`src/rtl/alu_flags_pkg.sv`:
```
// Shared definitions for the processor status (P) register stage:
// flag-command codes, P bit positions and the reset image.
package alu_flags_pkg;

  typedef enum logic [3:0] {
    FLG_NONE      = 4'h0,
    FLG_NZ        = 4'h1,
    FLG_NZC_SUM   = 4'h2,
    FLG_NZCV_SUM  = 4'h3,
    FLG_NZC_SHIFT = 4'h4,
    FLG_BIT       = 4'h5,
    FLG_PLP       = 4'h6,
    FLG_CLC       = 4'h7,
    FLG_SEC       = 4'h8,
    FLG_CLI       = 4'h9,
    FLG_SEI       = 4'hA,
    FLG_CLV       = 4'hB,
    FLG_CLD       = 4'hC,
    FLG_SED       = 4'hD,
    FLG_RSVD_E    = 4'hE,
    FLG_RSVD_F    = 4'hF
  } flg_op_t;

  localparam int P_C = 0;
  localparam int P_Z = 1;
  localparam int P_I = 2;
  localparam int P_D = 3;
  localparam int P_B = 4;
  localparam int P_U = 5;
  localparam int P_V = 6;
  localparam int P_N = 7;

  localparam logic [7:0] P_RESET_DEFAULT = 8'h24;

  // Only the six flags that actually hold state; B and bit 5 are synthesised on output.
  typedef struct packed {
    logic n;
    logic v;
    logic d;
    logic i;
    logic z;
    logic c;
  } flags_t;

  function automatic logic [7:0] flags_to_p(input flags_t f, input logic b);
    logic [7:0] p;
    p      = 8'h00;
    p[P_N] = f.n;
    p[P_V] = f.v;
    p[P_U] = 1'b1;
    p[P_B] = b;
    p[P_D] = f.d;
    p[P_I] = f.i;
    p[P_Z] = f.z;
    p[P_C] = f.c;
    return p;
  endfunction

endpackage

```
`src/rtl/alu_flags.sv`:
```
// P register stage behind the ALU: delays the flag command one cycle to meet
// the registered ALU result, updates N V D I Z C, forwards carry, evaluates branches.
module alu_flags
  import alu_flags_pkg::*;
#(
  parameter logic [7:0] P_RESET = P_RESET_DEFAULT
) (
  input  logic       clk,
  input  logic       rst,
  input  logic [3:0] flag_op_i,
  input  logic       shift_c_i,
  input  logic [7:0] alu_out_i,
  input  logic       sum_c_i,
  input  logic       sum_v_i,
  input  logic [7:0] data_i,
  input  logic       so_n_i,
  input  logic       brk_i,
  input  logic [1:0] br_sel_i,
  input  logic       br_val_i,
  output logic [7:0] p_o,
  output logic [7:0] p_push_o,
  output logic       carry_o,
  output logic       br_taken_o
);

  localparam flags_t FLAGS_RESET = '{
    n: P_RESET[P_N],
    v: P_RESET[P_V],
    d: P_RESET[P_D],
    i: P_RESET[P_I],
    z: P_RESET[P_Z],
    c: P_RESET[P_C]
  };

  flags_t  flags_q, flags_d;
  flg_op_t op_q, op_d;
  logic    sc_q, sc_d;
  logic    so_q, so_d;

  logic    z_res;
  logic    n_res;
  logic    so_fall;

  // PLP drops B and bit 5 of the pulled byte; BIT never looks at them either.
  logic    unused_data_bits;
  assign unused_data_bits = ^data_i[5:4];

  always_comb begin
    flags_d = flags_q;
    op_d    = flg_op_t'(flag_op_i);
    sc_d    = shift_c_i;
    so_d    = so_n_i;
    z_res   = (alu_out_i == 8'h00);
    n_res   = alu_out_i[7];
    so_fall = so_q & ~so_n_i;

    case (op_q)
      FLG_NZ: begin
        flags_d.n = n_res;
        flags_d.z = z_res;
      end
      FLG_NZC_SUM: begin
        flags_d.n = n_res;
        flags_d.z = z_res;
        flags_d.c = sum_c_i;
      end
      FLG_NZCV_SUM: begin
        flags_d.n = n_res;
        flags_d.z = z_res;
        flags_d.c = sum_c_i;
        flags_d.v = sum_v_i;
      end
      FLG_NZC_SHIFT: begin
        flags_d.n = n_res;
        flags_d.z = z_res;
        flags_d.c = sc_q;
      end
      FLG_BIT: begin
        flags_d.z = z_res;
        flags_d.n = data_i[7];
        flags_d.v = data_i[6];
      end
      FLG_PLP: begin
        flags_d.n = data_i[P_N];
        flags_d.v = data_i[P_V];
        flags_d.d = data_i[P_D];
        flags_d.i = data_i[P_I];
        flags_d.z = data_i[P_Z];
        flags_d.c = data_i[P_C];
      end
      FLG_CLC: flags_d.c = 1'b0;
      FLG_SEC: flags_d.c = 1'b1;
      FLG_CLI: flags_d.i = 1'b0;
      FLG_SEI: flags_d.i = 1'b1;
      FLG_CLV: flags_d.v = 1'b0;
      FLG_CLD: flags_d.d = 1'b0;
      FLG_SED: flags_d.d = 1'b1;
      default: ;
    endcase

    // The SO pin edge takes priority over any V written by the command in flight.
    if (so_fall) begin
      flags_d.v = 1'b1;
    end
  end

  always_ff @(posedge clk or posedge rst) begin
    if (rst) begin
      flags_q <= FLAGS_RESET;
      op_q    <= FLG_NONE;
      sc_q    <= 1'b0;
      so_q    <= 1'b1;
    end else begin
      flags_q <= flags_d;
      op_q    <= op_d;
      sc_q    <= sc_d;
      so_q    <= so_d;
    end
  end

  // Carry is forwarded from the next-state value so back-to-back ADC/SBC chain correctly.
  assign carry_o  = flags_d.c;
  assign p_o      = flags_to_p(flags_q, 1'b0);
  assign p_push_o = flags_to_p(flags_q, brk_i);

  always_comb begin
    br_taken_o = 1'b0;
    case (br_sel_i)
      2'd0:    br_taken_o = (flags_q.n == br_val_i);
      2'd1:    br_taken_o = (flags_q.v == br_val_i);
      2'd2:    br_taken_o = (flags_q.c == br_val_i);
      default: br_taken_o = (flags_q.z == br_val_i);
    endcase
  end

endmodule
```
`config.mk`:
```
export PLATFORM = sky130hd
export DESIGN_NAME = alu_flags
export DESIGN_NICKNAME = d
export VERILOG_FILES = /design/src/rtl/alu_flags_pkg.sv /design/src/rtl/alu_flags.sv
export SDC_FILE = /design/constraint.sdc
export NUM_CORES = 1
export LEC_CHECK = 0
export CORE_MARGIN = 5
export CORE_UTILIZATION = 37
export DETAILED_ROUTE_END_ITERATION = 10
export PLACE_DENSITY = 0.85
export REMOVE_ABC_BUFFERS = 1
export SLEW_MARGIN = 20
export SYNTH_ARGS = -nofsm -noshare
export SYNTH_HDL_FRONTEND = slang
export SYNTH_SLANG_ARGS = --single-unit
```
`constraint.sdc`:
```
create_clock -name clk -period 1.73 [get_ports clk]
set_input_delay 0.346 -clock clk [delete_from_list [all_inputs] [get_ports clk]]
set_output_delay 0.346 -clock clk [all_outputs]
set_load 0.1 [all_outputs]
```
# Word-level counts from Yosys, hierarchy flattened
# Cells that the tools add are included.
# Widths: inputs -> output; s select.
word_totals:
  reg_bits: 12
  wordCells: 49
op_classes:
  eq_ne: 19
  muxes: 8
  bitwise: 2
  n_reduce_logical: 11
op_table:
  columns: ["cell", "n"]
  rows:
  - ["$eq 4x4->1 const B", 6]
  - ["$eq 4x3->1 const B", 4]
  - ["$pmux 1 s3", 4]
  - ["$eq 4x2->1 const B", 2]
  - ["$logic_not 8->1", 1]
  - ["$reduce_bool 3->1", 2]
  - ["$pmux 1 s5", 1]
  - ["$reduce_or 5->1", 1]
  - ["$eq 1x1->1", 4]
  - ["$eq 4x1->1 const B", 1]
  - ["$pmux 1 s2", 2]
  - ["$reduce_bool 2->1", 2]
  - ["$reduce_bool 4->1", 1]
  - ["$reduce_or 2->1", 2]
  - ["$reduce_or 4->1", 1]
  - ["$eq 2x1->1 const B", 1]
  - ["$eq 2x2->1 const B", 1]
  - ["$logic_not 2->1", 1]
  - ["$and 1x1->1", 1]
  - ["$mux 1", 1]
  - ["$not 1->1", 1]

# Depth between registers and ports, before layout
logic_depth:
  depth_word: 4
  mapped_depth: 5

# Least setup slack after synthesis
# OpenSTA, ideal clock, no wires.
synth_timing:
  kind: "reg2out"
  start: "register flags_q, in the netlist p_o[6]"
  end: "output br_taken_o"
  arrival_ns: 2.926
  slack_ns: -1.542
  stages_incl_launch_ff: 3
  path_buffers: 0
  cell_sequence: "dfrtp_1 mux4_2 xnor2_1"
synth_between:
  elab_chain_cells: 2
synth_rtl:
  columns: ["item", "line_no", "text"]
  rows:
  - ["start: declaration", "alu_flags.sv:35", "flags_t flags_q, flags_d;"]
  - ["start signal: assignment", "alu_flags.sv:114", "flags_q <= flags_d;"]
  - ["$eq 1x1->1", "alu_flags.sv:130", "2'd1: br_taken_o = (flags_q.v == br_val_i);"]
  - ["$pmux 1 s3", "alu_flags.sv:128", "case (br_sel_i)"]
  - ["end: declaration", "alu_flags.sv:23", "output logic br_taken_o"]
# Every way passes these cells.

# Worst setup path in the final report
layout_timing:
  start: "register op_q[2]"
  end: "output carry_o"
layout_between:
  elab_chain_cells: 3
  word_cells_on_any_way: 8
  classes_between: "6 x eq/ne; 1 x mux; 1 x reduce/logical"
layout_rtl:
  columns: ["item", "line_no", "text"]
  rows:
  - ["start: declaration", "alu_flags.sv:36", "flg_op_t op_q, op_d;"]
  - ["start signal: assignment", "alu_flags.sv:115", "op_q <= op_d;"]
  - ["$eq 4x2->1", "alu_flags.sv:57", "case (op_q)"]
  - ["$reduce_or 2->1 (no line)", null, null]
  - ["$pmux 1 s5 (*)", "alu_flags.sv:57", null]
  - ["end: declaration", "alu_flags.sv:22", "output logic carry_o,"]
# Mark *: on every way between the ends. The rest lies on a longest branch, timed or not.

==> results.ini <==
[routing]
met2WireLength_mm = 1.12
detailroute.via_count = 760
met1_length_um = 748
drt-pass1-iter-count = 4
drt_drc_violations_left = 0
post_drt_wl_per_cell_um = 13.6
vias_per_cell = 4.90
highest_layer = met4
detail_route.iter0.violations = 13
postRouteAntennaNets = 0
wl_met3_um = 203
wl_mm = 2.11

[clock_network]
clock_latency_on_the_worst_skew_pair_ns = 0.27
clock_pin_slew_on_the_worst_setup_and_hold_paths_ns = 0.07
root_buffer = clkbuf_4
cts_tree = yes
clk_path_buf_depth = 2
cts_sinks = 12
quantity_of_hold_fixing_buffers_added_after_cts = 0
cts.htree.levels = 1
tritoncts.num_buffers = 3

[status]
status = finished, violations left
failed_checks = setup timing

[hold_path]
kind_of_path_behind_the_tightest_hold_check = primary input to async pin

[power_and_ir_drop]
leakagePower_nw = 0.596
power.ir.vdd_worst_v = 0.000613
powerDensity_mw_per_mm2 = 981
power_mw = 1.39

[placed_design]
place.port_buffers = 40
place.detailed.hpwl_mm = 1.75
placement.setup.worst_slack_ns = -0.466
gp_routability_congestion = 0.777

[die]
floorplan.io_pins = 48
die_y_um = 56.7
core_area_mm2 = 0.00215
dieWidth_um = 56.7
dieArea_mm2 = 0.00321
starting_density_of_the_core_pct = 37.6
std_cell_rows = 17

[timing]
report.final.setup_viol = 2
postLayoutSetupSlackWorst_ns = -0.260
post_layout_minimum_cycle_time_ns = 1.99
fin_crit_share_pct = 115
timing.fmax_ghz = 0.502
finalMaxSlewViolations = 0
hold_viol_final = 0
setup_repair_after_global_routing_missed_its_margin = yes
fin_skew_ns = 0.00247
timing.setup.tns_ns = -0.436

[synthesis]
count_of_distinct_cell_types_in_the_synthesized_netlist = 35
synth_top_area_share_pct = 31.0
yosysSeqAreaShare_pct = 37.5
synth-seq-cells = 12
synthesis.instances = 84
synth.cell_area_um2 = 807
synth_largest_area_cell = dfrtp_1
synthesis.area_per_instance_um2 = 9.61
ys.warnings.count = 0
synth.top_cells.by_area = dfrtp_1 31%, buf_4 11%, dfstp_2 6.5%

[global_route]
number_of_global_route_vias_before_repair = 791
grt_start_max_net_pins = 14
grt_first_pass_wirelength_mm = 3.36
antenna_found_initial = 0
grt_util_all_layers_pct = 13.4
global_route.overflow_total = 0

[critical_path]
timing.critical_path.required_ns = 1.38
cpMaxStageDelayCell = dfrtp_2
crit_arrival_ns = 1.64
cp-start-kind = register
worst_path_largest_cell_delay_ns = 0.45
critPathCaptureType = primary output
path_buf_inv = 1
cp_cell_sequence = nor2b_4, a32oi_2, o22ai_1, mux2_4, buf_12
timing.critical_path.max_delay_family = flip-flops
setup.worst_path.class = register to primary output
critical_path.max_fanout = 6

[final_layout]
most-common-layout-cells = 25 x clkdlybuf4s50_1, 14 x buf_12, 12 x buf_4
reg_area_um2 = 307
diodes = 0
syn_to_final_growth_pct = 75.7
fillerInstances = 160
finish.net_count = 158
mostFrequentLayoutCell = clkdlybuf4s50_1
multi_input_area_um2 = 405
drive_gt1_share_pct = 36.2

[flow_run]
maxCapViolCount = 0

per-layer routing:
layer | vias up | track usage [%]
met3 | 5 | 4.60
met2 | 41 | 25.1
met5 | - | 0
met1 | 349 | 12.9
met4 | 0 | 6.10
li1 | 365 | -
sequential cells by signal (all words and copies together), names as in the netlist:
name,count
sc_q,1
op_q,4
p_o,6
so_q,1
worst reg2reg max path, stage by stage (launching register included):
cell and delay [ns]:
dfrtp_1 0.39, buf_4 0.18, and2_4 0.15, a211oi_2 0.31, nand2b_1 0.16, nand3_1 0.07
where the power goes:
part	switching (mW)	leakage, nW	internal (mW)	total (mW)
Sequential	0.0311	0.135	0.312	0.343
Clock	0.0937	0.0150	0.0894	0.183
Combinational	0.534	0.446	0.331	0.864
Total	0.658	0.596	0.732	1.39
cell families (layout without fill, tap and decap cells):
logic type | Yosys count | in the layout | share of synthesized area (%)
AO/OA/AOI/OAI | 22 | 22 | 18.3
XOR/XNOR | 1 | 1 | 1.09
buffers and inverters | 18 | 60 | 15.8
flip-flops | 12 | 12 | 37.5
multiplexers | 3 | 3 | 5.89
other | 2 | 3 | 0.931
AND/OR/NAND/NOR | 26 | 26 | 20.5
worst paths after layout:
| kind | from | endpoint | slack [ns] | depth (start not counted) |
|---|---|---|---|---|
| setup / recovery | op_q[2] | carry_o | -0.26 | 5 |
| hold / removal | rst | op_q[0] | 0.38 | 2 |
| setup reg to reg | op_q[0] | p_o[7] | 0.37 | 5 |
| hold reg to reg | p_o[2] | p_o[2] | 0.62 | 2 |
| max in group asynchronous | rst | so_q | 1.00 | 2 |
| min in group clk | flag_op_i[1] | op_q[1] | 0.51 | 1 |
stage by stage:
step	hold WS [ns]	instance area, um2	utilization [%]	instances
3_5_place_dp	0.615	1350	62.8	149
2_1_floorplan	0.209	698	-	71
5_1_grt	0.416	1420	66.0	155
4_1_cts	0.378	1400	65.2	154
6_report	0.378	1420	66.0	155
3_3_place_gp	0.589	1350	62.8	149
final cells by class:
type / instances / share of cell area [%]
clock buffer: 4 / 1.85
sequential: 12 / 21.6
tap: 28 / 2.47
timing repair buffer: 52 / 44.4
multi-input combinational: 55 / 28.6
inverter: 4 / 1.06
synth_stat cells, drive strengths merged:
cell / number
inv: 4
o31ai: 1
nor4bb: 1
and2: 1
mux2: 1
conb: 2
mux2i: 1
nor4b: 1
o21bai: 1
o211ai: 2
nand3: 1
mux4: 1
a31oi: 2
dfstp: 2
nor2b: 3
a21oi: 6
dfrtp: 10
nor3: 1
nor2: 6
buf: 14
a32oi: 1
o22ai: 3
nor4: 2
xnor2: 1
nand2b: 6
o21ai: 3
nand3b: 1
a211oi: 2
a21boi: 1
nand2: 3
timing repair:
item | CTS | global route
pin swaps | 2 | 2
setup buffers | 1 | 1
setup endpoints to repair | 2 | 2
resized for setup | 5 | 3
(Power assumes the default switching activity.)
